$ cat config.mk
export PLATFORM = sky130hd
export DESIGN_NAME = keypad_scanner
export DESIGN_NICKNAME = d
export VERILOG_FILES = /design/src/rtl/keypad_scanner.sv
export SDC_FILE = /design/constraint.sdc
export NUM_CORES = 1
export LEC_CHECK = 0
export BUFFER_PORTS_ARGS = -buffer_cell sky130_fd_sc_hd__clkbuf_2
export CORE_MARGIN = 2
export CORE_UTILIZATION = 35
export CTS_CLUSTER_SIZE = 24
export DETAILED_ROUTE_END_ITERATION = 10
export GPL_TIMING_DRIVEN = 1
export MAX_ROUTING_LAYER = met4
export PLACE_DENSITY = 0.5
export SYNTH_ARGS = -nofsm -noshare
export SYNTH_HDL_FRONTEND = slang
export SYNTH_SLANG_ARGS = --single-unit
$ cat constraint.sdc
create_clock -name clk -period 2 [get_ports clk]
set_input_delay 0.2 -clock clk [delete_from_list [all_inputs] [get_ports clk]]
set_output_delay 0.2 -clock clk [all_outputs]
set_load 0.02 [all_outputs]
$ cat src/rtl/keypad_scanner.sv
// 4x4 active-low matrix keypad scanner: synchronises the rows, walks a one-hot
// column drive, debounces press and release, and encodes the key as {row, col}.
`timescale 1ns/1ps

module keypad_scanner #(
    parameter int SCAN_DIV = 4,
    parameter int DEBOUNCE = 3
) (
    input  logic       clk,
    input  logic       reset,
    input  logic [3:0] Rows,
    output logic [3:0] Cols,
    output logic [3:0] KB,
    output logic       KP
);

    localparam int TW = (SCAN_DIV > 1) ? $clog2(SCAN_DIV) : 1;
    localparam int DW = $clog2(DEBOUNCE + 1);
    localparam logic [TW-1:0] TICK_LAST = TW'(SCAN_DIV - 1);
    localparam logic [DW-1:0] DCNT_LAST = DW'(DEBOUNCE - 1);

    typedef enum logic [1:0] {
        ST_SCAN,
        ST_DEBOUNCE,
        ST_PRESSED,
        ST_RELEASE
    } state_t;

    state_t          state_q, state_d;
    logic [TW-1:0]   tcnt_q;
    logic            tick;
    logic [3:0]      rows_meta, rs;
    logic [1:0]      col_q, col_d;
    logic [1:0]      r_q, r_d;
    logic [DW-1:0]   dcnt_q, dcnt_d;
    logic [3:0]      kb_q, kb_d;
    logic [1:0]      row_hit;
    logic            key_up;

    // Rows are asynchronous to clk; two flops before anything looks at them.
    // NOTE: sequential state is always written with non-blocking assignments so
    // every flop samples the pre-edge value of every other flop.
    always_ff @(posedge clk) begin
        if (reset) begin
            rows_meta <= 4'hF;
            rs        <= 4'hF;
        end else begin
            rows_meta <= Rows;
            rs        <= rows_meta;
        end
    end

    // Free-running scan divider; every FSM decision waits for tick.
    always_ff @(posedge clk) begin
        if (reset) begin
            tcnt_q <= '0;
        end else if (tcnt_q == TICK_LAST) begin
            tcnt_q <= '0;
        end else begin
            tcnt_q <= tcnt_q + TW'(1);
        end
    end

    assign tick = (tcnt_q == TICK_LAST);

    // Lowest-numbered low row wins when several rows are pulled down at once.
    always_comb begin
        row_hit = 2'd0;
        for (int i = 3; i >= 0; i--) begin
            if (!rs[i]) row_hit = 2'(i);
        end
    end

    assign key_up = rs[r_q];

    // State register, together with the datapath it steers.
    always_ff @(posedge clk) begin
        if (reset) begin
            state_q <= ST_SCAN;
            col_q   <= 2'd0;
            r_q     <= 2'd0;
            dcnt_q  <= '0;
            kb_q    <= 4'h0;
        end else begin
            state_q <= state_d;
            col_q   <= col_d;
            r_q     <= r_d;
            dcnt_q  <= dcnt_d;
            kb_q    <= kb_d;
        end
    end

    // Next-state and next-datapath logic.
    // NOTE: every signal written here gets a hold default first, so no path
    // leaves it unassigned and no latch can be inferred.
    always_comb begin
        state_d = state_q;
        col_d   = col_q;
        r_d     = r_q;
        dcnt_d  = dcnt_q;
        kb_d    = kb_q;
        if (tick) begin
            unique case (state_q)
                ST_SCAN: begin
                    if (rs != 4'hF) begin
                        r_d     = row_hit;
                        dcnt_d  = '0;
                        state_d = ST_DEBOUNCE;
                    end else begin
                        col_d = col_q + 2'd1;
                    end
                end
                ST_DEBOUNCE: begin
                    if (!key_up) begin
                        dcnt_d = dcnt_q + DW'(1);
                        if (dcnt_q == DCNT_LAST) begin
                            kb_d    = {r_q, col_q};
                            state_d = ST_PRESSED;
                        end
                    end else begin
                        col_d   = col_q + 2'd1;
                        state_d = ST_SCAN;
                    end
                end
                ST_PRESSED: begin
                    if (key_up) begin
                        dcnt_d  = '0;
                        state_d = ST_RELEASE;
                    end
                end
                ST_RELEASE: begin
                    if (key_up) begin
                        dcnt_d = dcnt_q + DW'(1);
                        if (dcnt_q == DCNT_LAST) begin
                            col_d   = col_q + 2'd1;
                            state_d = ST_SCAN;
                        end
                    end else begin
                        // A bounce during release re-arms the press; KP never drops.
                        dcnt_d  = '0;
                        state_d = ST_PRESSED;
                    end
                end
                default: state_d = ST_SCAN;
            endcase
        end
    end

    // Outputs decode registered state only, so there is no path from Rows.
    always_comb begin
        Cols = ~(4'b0001 << col_q);
        KP   = (state_q == ST_PRESSED) || (state_q == ST_RELEASE);
        KB   = kb_q;
    end

endmodule

==> out/results.tsv, run 1 <==
metric	value	unit
status	finished, final reports clean	
arrival	2080	ps
finish.instance_area	1140	µm²
critPathMaxFanout	9	
cts_resized	0	
utilization	41.9	%
gp_congestion	0.792	
clock_latency	320	ps
wl	1650	µm
drv_cap	0	
layout.nets	132	
maxSlewHeadroom	71.6	%
finalSetupTns	0	ps
switching_share	21.2	%
yosys.area.top_type	dfxtp_1	
antenna_cells	0	
fin_cells	149	
grt.total_usage	12.6	%
power_density	767	nW/µm²
placedInstanceArea	1080	µm²
synth_top_area_share	44.5	%
syn_inst	104	
cp.required	2220	ps
synth.area.top_cells	dfxtp_1, ha_1, mux2i_1, or2_2, inv_1	
viasPerCell	4.86	
core_area	2710	µm²
postCtsSetupRepairBufs	0	
slew_viol_final	0	
worst_slack	148	ps
sequentialPowerShare	53.3	%
wl_per_cell	11.1	µm
synth-seq-cells	22	
max_stage_delay	630	ps
end_kind	flop	
drt_pre_antenna_iters	3	
vias	724	
cts.clk_slew.worst_paths	130	ps
cts_max_path_buffers	2	
hpwlAfterDp	1220	µm
power.leakage	0.476	nW
timing.fmax	0.540	GHz
start_util	36.5	%
grt_pass1_wl	3080	µm
grt_pass1_vias	701	
grt_antenna_before_repair	0	
period_share	92.6	%
p_comb_share	7.5	%
dp.cells	145	
synth.distinct_cells	28	
power_switching	0.185	mW
die_y	57.2	µm
layout-drive-gt1-share	26.3	%
drtIter0Drc	10	
min_path_type	in -> reg	
finalHoldViolCount	0	
portBuffers	14	
worst_pin_slew	422	ps
critical_path.cell_chain	mux4_2 > and3_1 > o21a_1 > mux2_4	
ios	15	
fp-row-count	19	
cts-root-buf	clkbuf_4	
cts_sinks	22	
finalPower	0.872	mW
power.internal	0.687	mW
rsz0062_at_grt	no	
cts_made_buffers	3	
reg2reg_slack	150	ps
pre_cts_ws	167	ps
die_area	3270	µm²
finClkSkew	8.31	ps
crit_type	reg -> reg	
synth_nets	117	
p_clk_share	39.2	%
htree_levels	1	
finalSetupViolCount	0	
cts_hold_buf	0	
grt-ovfl-total	0	
holdWs	60.0	ps
grt_max_degree	23	
ys_warn_count	0	
cts_tree	yes	
avgSynthCellArea	9.52	µm²
irDropWorstVdd	0.479	mV
netlist_area	990	µm²
antenna_left	0	
area_growth	14.8	%
critPathSlowestCell	mux4_2	
critPathLaunchType	flop	
drc	0	
die_x	57.2	µm
seq_area_frac_synth	44.5	%
fin_crit	1850	ps
## power by group through the flow
stage / sequential [mW] / clock (mW) / combinational, mW
2_1_floorplan: 0.470 / 0 / 0.0520
3_3_place_gp: 0.474 / 0 / 0.0655
3_5_place_dp: 0.474 / 0 / 0.0663
4_1_cts: 0.465 / 0.355 / 0.0660
5_1_grt: 0.467 / 0.372 / 0.0752
6_report: 0.465 / 0.342 / 0.0650
## registers in the layout (all words and copies together), names as in the netlist, named ones only
name       cells
KB             4
rs             4
state_q        1
r_q            2
col_q          2
dcnt_q         2
tcnt_q         2
rows_meta      4
## cell type report
cell class / instances / area (µm²)
fillers: 284 / 1570
multi-input cells: 66 / 489
flip-flops and latches: 22 / 440
repair buffers: 14 / 70.1
inverters: 12 / 45.0
well taps: 31 / 38.8
clock inverters: 1 / 30.0
clock buffers: 3 / 22.5
## critical path: cells and delay by family (launching register included)
kind            cells  cell delay, ps
mux                 2             920
compound gates      1             200
simple gates        1             240
flops               1             400
## kinds of logic after synthesis
group | Yosys count | synth area share [%]
simple gates | 34 | 19.2
flops | 22 | 44.5
compound gates | 17 | 11.5
buf+inv | 16 | 6.07
mux | 8 | 9.86
fa+ha+maj | 7 | 8.85
## routing by layer
layer,global-route usage [%],wire length (µm),part of all wire [%]
met4,4.98,24,1.5
met1,14.9,798,48
met2,19.9,763,46
met5,-,0,0
met3,4.08,60,3.6
## layout by cell type, fill, tap and decap left out
cell type  Yosys  final
a211oi_1       3      3
a21oi_1        6      6
a311oi_1       1      1
a31oi_1        1      1
and3_1         2      2
and4_1         1      1
bufinv_16      0      1
clkbuf_2       0     14
clkbuf_4       0      3
dfxtp_1       22     22
ha_1           7      7
inv_1         12     12
mux2_4         1      1
mux2i_1        6      6
mux4_2         1      1
nand2_1        5      5
nand2b_1       1      1
nand3_1        3      3
nand4_1        1      1
nor2_1         8      8
nor3_1         3      3
nor3_4         1      1
o2111ai_1      1      1
o211a_2        1      1
o21a_1         2      2
o21ai_0        1      1
o31ai_1        1      1
or2_2          8      8
or3_4          1      1
## cells in the mapped netlist
library cell and instances:
nand4_1 1, dfxtp_1 22, mux4_2 1, and3_1 2
a311oi_1 1, nor3_4 1, a211oi_1 3, nand2b_1 1
a31oi_1 1, ha_1 7, or2_2 8, mux2_4 1
clkbuf_1 3, nor3_1 3, mux2i_1 6, o21a_1 2
or3_4 1, and4_1 1, o2111ai_1 1, o31ai_1 1
o21ai_0 1, buf_1 1, a21oi_1 6, inv_1 12
o211a_2 1, nand3_1 3, nand2_1 5, nor2_1 8
## worst paths after layout
| kind | startpoint | end | cells past startpoint |
|---|---|---|---|
| worst max-delay path | r_q[0]$_SDFFE_PP0P_ | col_q[0]$_SDFFE_PP0P_ | 4 |
| worst max register to register | r_q[0]$_SDFFE_PP0P_ | col_q[0]$_SDFFE_PP0P_ | 4 |
| worst min-delay path | Rows[3] | rows_meta[3]$_SDFF_PP1_ | 2 |
| worst min register to register | rows_meta[3]$_SDFF_PP1_ | rs[3]$_SDFF_PP1_ | 1 |
(Power assumes the default switching activity.)
==> run 2, diff against run 1 <==
- CELL_PAD_IN_SITES_DETAIL_PLACEMENT: not set -> 0
- CELL_PAD_IN_SITES_GLOBAL_PLACEMENT: not set -> 2
- CORE_UTILIZATION: 35 -> 33
- PLACE_DENSITY: 0.5 -> 0.72
==> out/results.tsv, run 2 (same netlist as run 1, synthesis figures left out) <==
metric	value	unit	change
status	finished, final reports clean		
drv_cap	0		unchanged
grt_max_degree	23		unchanged
clock_latency	310	ps	about the same
r2r_end	col_q[0]$_SDFFE_PP0P_		
crit_type	reg -> reg		
grt_pass1_vias	712		+1.6%
reg2reg_slack	130	ps	-20 ps
fin_crit	1870	ps	+22.3 ps
finalHoldViolCount	0		unchanged
wl	1860	µm	+13%
worst_pin_slew	457	ps	+34.7 ps
critPathMaxFanout	9		unchanged
cts_hold_buf	0		unchanged
p_clk_share	39.2	%	about the same
viasPerCell	4.91		+0.97%
postCtsSetupRepairBufs	0		unchanged
final_cell_mix	dfxtp_1, clkbuf_2, inv_1		
critPathSlowestCell	mux4_2		
arrival	2090	ps	about the same
wl_per_cell	12.5	µm	+13%
finClkSkew	0.493	ps	-7.82 ps
area_growth	14.8	%	unchanged
end_kind	flop		
power.internal	0.687	mW	about the same
layout.nets	132		unchanged
placedInstanceArea	1080	µm²	unchanged
drt_pre_antenna_iters	4		+1
cts.clk_slew.worst_paths	120	ps	about the same
cts_max_path_buffers	2		unchanged
cts-root-buf	clkbuf_4		
p_comb_share	7.6	%	about the same
setup.worst_path.start	r_q[0]$_SDFFE_PP0P_		
die_x	58.8	µm	+2.8%
cts_sinks	22		unchanged
power.leakage	0.476	nW	unchanged
htree_levels	1		unchanged
drc	0		unchanged
maxSlewHeadroom	69.3	%	-2.3 points
portBuffers	14		unchanged
cp.required	2220	ps	about the same
switching_share	21.3	%	+0.080 points
die_area	3450	µm²	+5.6%
drtIter0Drc	21		+11
grt_antenna_before_repair	0		unchanged
antenna_cells	0		unchanged
grt_pass1_wl	3150	µm	+2.5%
r2r_cells	4		unchanged
finalSetupViolCount	0		unchanged
antenna_left	0		unchanged
gp_congestion	0.712		-10%
holdWs	58.6	ps	-1.45 ps
irDropWorstVdd	0.415	mV	-13%
dp.cells	145		unchanged
grt.total_usage	12.4	%	-0.25 points
hpwlAfterDp	1320	µm	+7.8%
max_stage_delay	630	ps	about the same
min_path_type	in -> reg		
grt-ovfl-total	0		unchanged
finish.instance_area	1140	µm²	unchanged
final_common_cell	dfxtp_1		
slew_viol_final	0		unchanged
start_util	35.3	%	-1.2 points
critical_path.cell_chain	mux4_2 > and3_1 > o21a_1 > mux2_4		
worst_slack	125	ps	-22.3 ps
fp-row-count	19		unchanged
core_area	2810	µm²	+3.5%
rsz0062_at_grt	no		
pre_cts_ws	160	ps	-6.40 ps
timing.fmax	0.533	GHz	-1.2%
vias	731		+0.97%
sequentialPowerShare	53.2	%	about the same
r2r-start	r_q[0]$_SDFFE_PP0P_		
cts_made_buffers	3		unchanged
layout-drive-gt1-share	26.3	%	unchanged
cts_tree	yes		
finalSetupTns	0	ps	unchanged
period_share	93.7	%	+1.1 points
power_switching	0.185	mW	+0.47%
die_y	58.8	µm	+2.8%
endpoint	col_q[0]$_SDFFE_PP0P_		
critPathLaunchType	flop		
cts_resized	0		unchanged
fin_cells	149		unchanged
ios	15		unchanged
power_density	768	nW/µm²	about the same
==> run 2: area by class of cell <==
| type | instances | area (µm²) |
|---|---|---|
| timing repair buffer | 14 | 70.1 |
| clock buffer | 3 | 22.5 |
| fill | 291 | 1670 |
| tap | 31 | 38.8 |
| inverter | 12 | 45.0 |
| clock inverter | 1 | 30.0 |
| multi-input combinational | 66 | 489 |
| sequential | 22 | 440 |
==> run 2: worst min-delay path by stage <==
stage | depth (start not counted) | end | from
detailed placement | 2 | rows_meta[3]$_SDFF_PP1_ | Rows[3]
CTS | 2 | rows_meta[3]$_SDFF_PP1_ | Rows[3]
global route | 2 | rows_meta[2]$_SDFF_PP1_ | Rows[2]
floorplan | 1 | rows_meta[0]$_SDFF_PP1_ | Rows[0]
finish | 2 | rows_meta[3]$_SDFF_PP1_ | Rows[3]
global placement | 2 | rows_meta[1]$_SDFF_PP1_ | Rows[1]
==> run 2: power by group through the flow <==
stage	sequential, mW	combinational (mW)	clock [mW]
after floorplan	0.470	0.0520	0
after global placement	0.474	0.0666	0
after detailed placement	0.474	0.0676	0
after CTS	0.465	0.0678	0.353
after global routing	0.467	0.0759	0.368
final	0.464	0.0665	0.342
==> run 2: worst max-delay path: cells and delay by family (launching register included) <==
family,cells,cell delay [ps]
AOI/OAI and AO/OA,1,200
DFF,1,400
muxes,2,920
and+or+nand+nor,1,250
==> run 2: through the flow <==
stage	util (%)	total power [mW]
floorplan	-	0.522
global placement	38.6	0.541
detailed placement	38.6	0.542
CTS	40.5	0.885
global route	40.5	0.911
finish	40.5	0.872
==> run 2: per-layer routing <==
layer  GRT usage [%]  vias to the layer above  share of wire (%)
li1                -                      377                  -
met2            20.5                       12                 46
met1            14.6                      340                 48
met3            4.62                        2                4.3
met4            1.95                        0               0.92
met5               -                        -                  0
